**src/rtl/game_progress_tracker.sv**
```systemverilog
// Game-side partner of the control FSM: runs the countdown or the character budget,
// keeps keystroke/elapsed statistics and drives finish plus BCD display digits.
module game_progress_tracker #(
  parameter int TICKS_PER_SEC = 100000000,
  parameter int ELAPSED_MAX   = 999
) (
  input  logic        clk,
  input  logic        rst,
  input  logic [1:0]  state,
  input  logic        Mode,
  input  logic [6:0]  value,
  input  logic        char_valid,
  input  logic        char_correct,
  output logic        finish,
  output logic [6:0]  remaining,
  output logic [7:0]  correct_cnt,
  output logic [7:0]  error_cnt,
  output logic [9:0]  elapsed,
  output logic [15:0] disp
);

  localparam int            PW     = (TICKS_PER_SEC > 1) ? $clog2(TICKS_PER_SEC) : 1;
  localparam logic [PW-1:0] P_LAST = PW'(TICKS_PER_SEC - 1);
  localparam logic [9:0]    E_MAX  = 10'(ELAPSED_MAX);

  localparam logic [1:0] ST_SELECT    = 2'd0;
  localparam logic [1:0] ST_COUNTDOWN = 2'd1;
  localparam logic [1:0] ST_INGAME    = 2'd2;
  localparam logic [1:0] ST_FINISH    = 2'd3;

  logic          r_finish;
  logic [6:0]    r_remaining;
  logic [7:0]    r_correct;
  logic [7:0]    r_error;
  logic [9:0]    r_elapsed;
  logic [PW-1:0] r_presc;

  logic          w_tick;
  logic          w_hit;
  logic          w_miss;
  logic          w_dec;
  logic [11:0]   w_rem_bcd;
  logic [11:0]   w_cor_bcd;
  logic [15:0]   w_disp;

  // Shift-and-add-3 binary to three BCD digits; inputs here never exceed 255.
  function automatic logic [11:0] to_bcd(input logic [7:0] bin);
    logic [11:0] bcd;
    bcd = '0;
    for (int i = 7; i >= 0; i--) begin
      if (bcd[3:0]  >= 4'd5) bcd[3:0]  = bcd[3:0]  + 4'd3;
      if (bcd[7:4]  >= 4'd5) bcd[7:4]  = bcd[7:4]  + 4'd3;
      if (bcd[11:8] >= 4'd5) bcd[11:8] = bcd[11:8] + 4'd3;
      bcd = {bcd[10:0], bin[i]};
    end
    return bcd;
  endfunction

  assign w_tick = (r_presc == P_LAST);
  assign w_hit  = char_valid & char_correct;
  assign w_miss = char_valid & ~char_correct;
  // Time mode burns remaining on the second tick, count mode on a correct keystroke.
  assign w_dec  = (r_remaining != 7'd0) && (Mode ? w_hit : w_tick);

  always_ff @(posedge clk or posedge rst) begin
    if (rst) begin
      r_finish    <= 1'b0;
      r_remaining <= '0;
      r_correct   <= '0;
      r_error     <= '0;
      r_elapsed   <= '0;
      r_presc     <= '0;
    end else begin
      case (state)
        ST_SELECT, ST_COUNTDOWN: begin
          r_finish    <= 1'b0;
          r_remaining <= value;
          r_correct   <= '0;
          r_error     <= '0;
          r_elapsed   <= '0;
          r_presc     <= '0;
        end
        ST_INGAME: begin
          if (!r_finish) begin
            r_presc <= w_tick ? '0 : r_presc + 1'b1;
            if (w_tick && (r_elapsed < E_MAX)) r_elapsed <= r_elapsed + 10'd1;
            if (w_hit && (r_correct != 8'hFF)) r_correct <= r_correct + 8'd1;
            if (w_miss && (r_error != 8'hFF))  r_error   <= r_error + 8'd1;
            if (w_dec) r_remaining <= r_remaining - 7'd1;
            if (r_remaining == 7'd0) r_finish <= 1'b1;
          end
        end
        ST_FINISH: begin
          r_finish <= r_finish;
        end
        default: begin
          r_finish <= r_finish;
        end
      endcase
    end
  end

  assign w_rem_bcd = to_bcd({1'b0, r_remaining});
  assign w_cor_bcd = to_bcd(r_correct);

  always_comb begin
    w_disp = 16'hCCCC;
    case (state)
      ST_INGAME: w_disp = {4'd0, w_rem_bcd};
      ST_FINISH: w_disp = {4'd13, w_cor_bcd};
      default:   w_disp = 16'hCCCC;
    endcase
  end

  assign finish      = r_finish;
  assign remaining   = r_remaining;
  assign correct_cnt = r_correct;
  assign error_cnt   = r_error;
  assign elapsed     = r_elapsed;
  assign disp        = w_disp;

endmodule

```
**config.mk**
```make
export PLATFORM = sky130hd
export DESIGN_NAME = game_progress_tracker
export DESIGN_NICKNAME = d
export VERILOG_FILES = /design/src/rtl/game_progress_tracker.sv
export SDC_FILE = /design/constraint.sdc
export NUM_CORES = 1
export LEC_CHECK = 0
export ABC_AREA = 1
export ABC_CLOCK_PERIOD_IN_PS = 4150
export BUFFER_PORTS_ARGS = -buffer_cell sky130_fd_sc_hd__buf_2
export CAP_MARGIN = 5
export CORE_MARGIN = 5
export CORE_UTILIZATION = 46
export CTS_CLUSTER_DIAMETER = 100
export CTS_CLUSTER_SIZE = 30
export DETAILED_ROUTE_END_ITERATION = 7
export GPL_ROUTABILITY_DRIVEN = 0
export HOLD_SLACK_MARGIN = 0.15
export PLACE_DENSITY = 0.66
export REMOVE_ABC_BUFFERS = 1
export SYNTH_ARGS = -nofsm -noshare
export SYNTH_HDL_FRONTEND = slang
export SYNTH_SLANG_ARGS = --single-unit
```
**constraint.sdc**
```tcl
create_clock -name clk -period 4.15 [get_ports clk]
set_input_delay 0.415 -clock clk [delete_from_list [all_inputs] [get_ports clk]]
set_output_delay 0.415 -clock clk [all_outputs]
set_load 0.01 [all_outputs]
```
==> flow_summary.yaml <==
status:
  status: "complete, no violations"
sta:
  drv_slew: 0
  period_minus_slack_ns: 4.04
  finalHoldViolCount: 0
  tightest_slew_ns: 0.580
  max_clock_freq_mhz: 247
  rsz0062_at_grt: "yes"
  relSlewSlack_pct: 61.3
  setup_viol: 0
  tns_ns: 0
  holdWs_ns: 0.330
  fin_skew_ns: 0.0143
  finalCritPeriodShare_pct: 97.5
  setup_slack_ns: 0.106
yosys:
  yosys_warnings: 0
  async_flop_share_pct: 100
  netlist_area_um2: 4740
  synthCells: 658
  synth.distinct_cells: 50
  synth_seq_cells: 61
  synth_top_flop_cell: "dfrtp_1"
  syn_area_per_cell_um2: 7.21
  synth_edf_count: 0
  yosysSeqAreaShare_pct: 32.2
route:
  drtIter0Drc: 345
  drtAntennaViolNets: 0
  firstDrtPassIters: 4
  detail_route.wl_per_cell_um: 14.1
  drc_errors: 0
  via_count: 4711
  viasPerCell: 5.27
  wirelength_um: 12600
floorplan:
  num_rows: 37
  die_area_um2: 12400
  die_w_um: 112
  start_util_pct: 46.6
  dieHeight_um: 112
  ioPinCount: 64
  coreArea_um2: 10200
finish:
  area_growth_pct: 25.3
  num-fill-cells: 931
  final_nets: 793
  seq_area_um2: 1530
  multi_input_area_um2: 3030
  instances_no_fill: 894
  num_antenna_cells: 0
  drive_gt1_share_pct: 30.9
power_and_ir_drop:
  vdd.ir_drop.worst_mv: 0.216
  powerDensity_nw_per_um2: 311
  p_leak_uw: 0.00289
setup_path:
  crit_required_ns: 3.73
  cp-end-kind: "output pin"
  worst-setup-path-type: "reg2out"
  cp_max_fo: 4
  start_kind: "flop"
  cp_data_arrival_time_ns: 3.63
clock_tree:
  cts_tree: "yes"
  root_buffer: "clkbuf_8"
  cts_buffers: 9
  clock_latency_ns: 0.35
  cts_max_path_buffers: 2
  cts_num_sinks: 61
  path_clk_slew_ns: 0.07
  cts_htree_levels: 3
grt:
  grt_pass1_wl_um: 20600
  grt_max_degree: 39
  gr-total-overflow: 0
  grt_pass1_vias: 4559
  track_usage_pct: 19.6
  antenna_found_initial: 0
placement:
  port_buffers: 62
  placed_cells: 847
  preCtsSetupSlack_ns: 0.0545
  dp_hpwl_um: 8960
min_path:
  hp-class: "in2reg"
flow_run:
  cap_violations: 0
==> worst max-delay path, cell delays in order (launching register included) <==
cell,delay (ns)
dfrtp_2,0.44
ha_2,0.19
nand2_1,0.08
nand2_2,0.07
nand2_2,0.06
o21ai_2,0.06
inv_2,0.10
ha_4,0.13
inv_2,0.04
or2_4,0.25
nand2_4,0.07
nand2_4,0.07
buf_4,0.14
buf_4,0.13
o21ai_2,0.18
o21ai_2,0.09
nand2_2,0.10
xor2_2,0.20
ha_2,0.22
inv_2,0.04
o21ai_2,0.14
nand2_2,0.11
nand2_2,0.07
nand2_2,0.05
o21ai_2,0.12
buf_2,0.14
==> where the power goes <==
| group | internal, uW | total, uW | switching, uW |
|---|---|---|---|
| logic | 279 | 685 | 406 |
| clock network | 289 | 521 | 232 |
| registers | 612 | 640 | 27.7 |
| total | 1180 | 1850 | 666 |
==> metal layers <==
metal | vias up | share of wire [%] | track usage [%]
met5 | - | 0 | 0
met4 | 0 | 1.4 | 6.16
met3 | 15 | 4.1 | 3.70
met2 | 100 | 52 | 35.7
met1 | 2234 | 43 | 23.2
li1 | 2362 | - | -
==> synth_stat cells, types with 4 or more instances <==
| cell | n | area, um^2 |
|---|---|---|
| o211ai_1 | 5 | 37.5 |
| nand4_1 | 9 | 56.3 |
| nand2_2 | 20 | 125 |
| xor2_1 | 13 | 114 |
| a21oi_1 | 20 | 100 |
| o21ai_1 | 8 | 40.0 |
| clkbuf_1 | 9 | 33.8 |
| inv_2 | 10 | 37.5 |
| nor3b_1 | 4 | 30.0 |
| nor2_2 | 5 | 31.3 |
| dfrtp_1 | 61 | 1530 |
| a211oi_1 | 5 | 37.5 |
| nand3_2 | 9 | 90.1 |
| nor2_1 | 46 | 173 |
| a31oi_1 | 13 | 81.3 |
| o21ai_2 | 8 | 70.1 |
| nand3_1 | 42 | 210 |
| nor3_1 | 12 | 60.1 |
| nor4_1 | 4 | 25.0 |
| nand2_1 | 136 | 510 |
| inv_1 | 102 | 383 |
| ha_1 | 25 | 313 |
| o22ai_1 | 12 | 75.1 |
| o21ai_0 | 41 | 205 |
==> what timing repair did <==
| action | in CTS | in global routing |
|---|---|---|
| hold endpoints to repair | 23 | 0 |
| hold buffers | 1 | 0 |
| buffers inserted | 25 | 6 |
| gates resized for setup | 20 | 62 |
| endpoints found under the setup margin | 8 | 8 |
| pin swaps | 15 | 23 |
==> final timing paths <==
kind / start / end / slack [ns] / depth (start not counted)
max: remaining[4] / disp[1] / 0.11 / 25
min: value[6] / remaining[6] / 0.33 / 3
max reg2reg: r_presc[0] / r_presc[23] / 1.69 / 11
min reg2reg: r_presc[23] / r_presc[23] / 0.52 / 1
max in group asynchronous: rst / remaining[6] / 2.61 / 4
min in group asynchronous: rst / elapsed[8] / 0.64 / 3
==> sequential cells by signal, summed over array words and instances, names as in the netlist <==
| signal | count |
|---|---|
| correct_cnt | 8 |
| elapsed | 10 |
| error_cnt | 8 |
| finish | 1 |
| r_presc | 27 |
| remaining | 7 |
==> cell usage in the layout (no fill, tap or decap), drive strengths merged, types with 2 or more instances in the layout <==
master	synthesis	final
nand3b	2	2
nor4	5	5
a31oi	13	13
a211oi	5	5
ha	25	25
nor3b	4	4
nor2	52	52
a21oi	22	22
xor2	15	15
nand2	159	159
buf	3	97
nand4	11	11
a221oi	2	2
o21a	3	3
nor3	15	15
o21ai	57	57
clkbuf	10	11
clkinv	1	4
o22ai	12	12
o211ai	5	5
or2	3	3
dfrtp	61	61
inv	112	112
nand3	52	52
o32ai	3	3
==> logic make-up after synthesis <==
| group | share of synthesized area, % |
|---|---|
| AO/OA/AOI/OAI | 15.9 |
| XOR/XNOR | 3.27 |
| adder cells (fa/ha/maj) | 6.59 |
| buffers and inverters | 10.2 |
| flip-flops | 32.2 |
| other | 0.0790 |
| AND/OR/NAND/NOR | 31.7 |
==> stage by stage <==
step	util, %	power (uW)	area (um^2)
after floorplan	-	1060	4680
after global placement	51.0	1170	5190
after detailed placement	51.0	1200	5190
after CTS	55.4	1800	5640
after global routing	58.4	1970	5940
final	58.4	1850	5940
==> layout make-up <==
class                      instances  share of cell area (%)
sequential                        61                    25.8
timing repair buffer              98                    9.98
clock buffer                      11                    2.38
multi-input combinational        471                    51.0
tap                              136                    2.86
inverter                         113                    7.22
clock inverter                     4                   0.821
No activity file was read; power rests on OpenSTA's default activity.
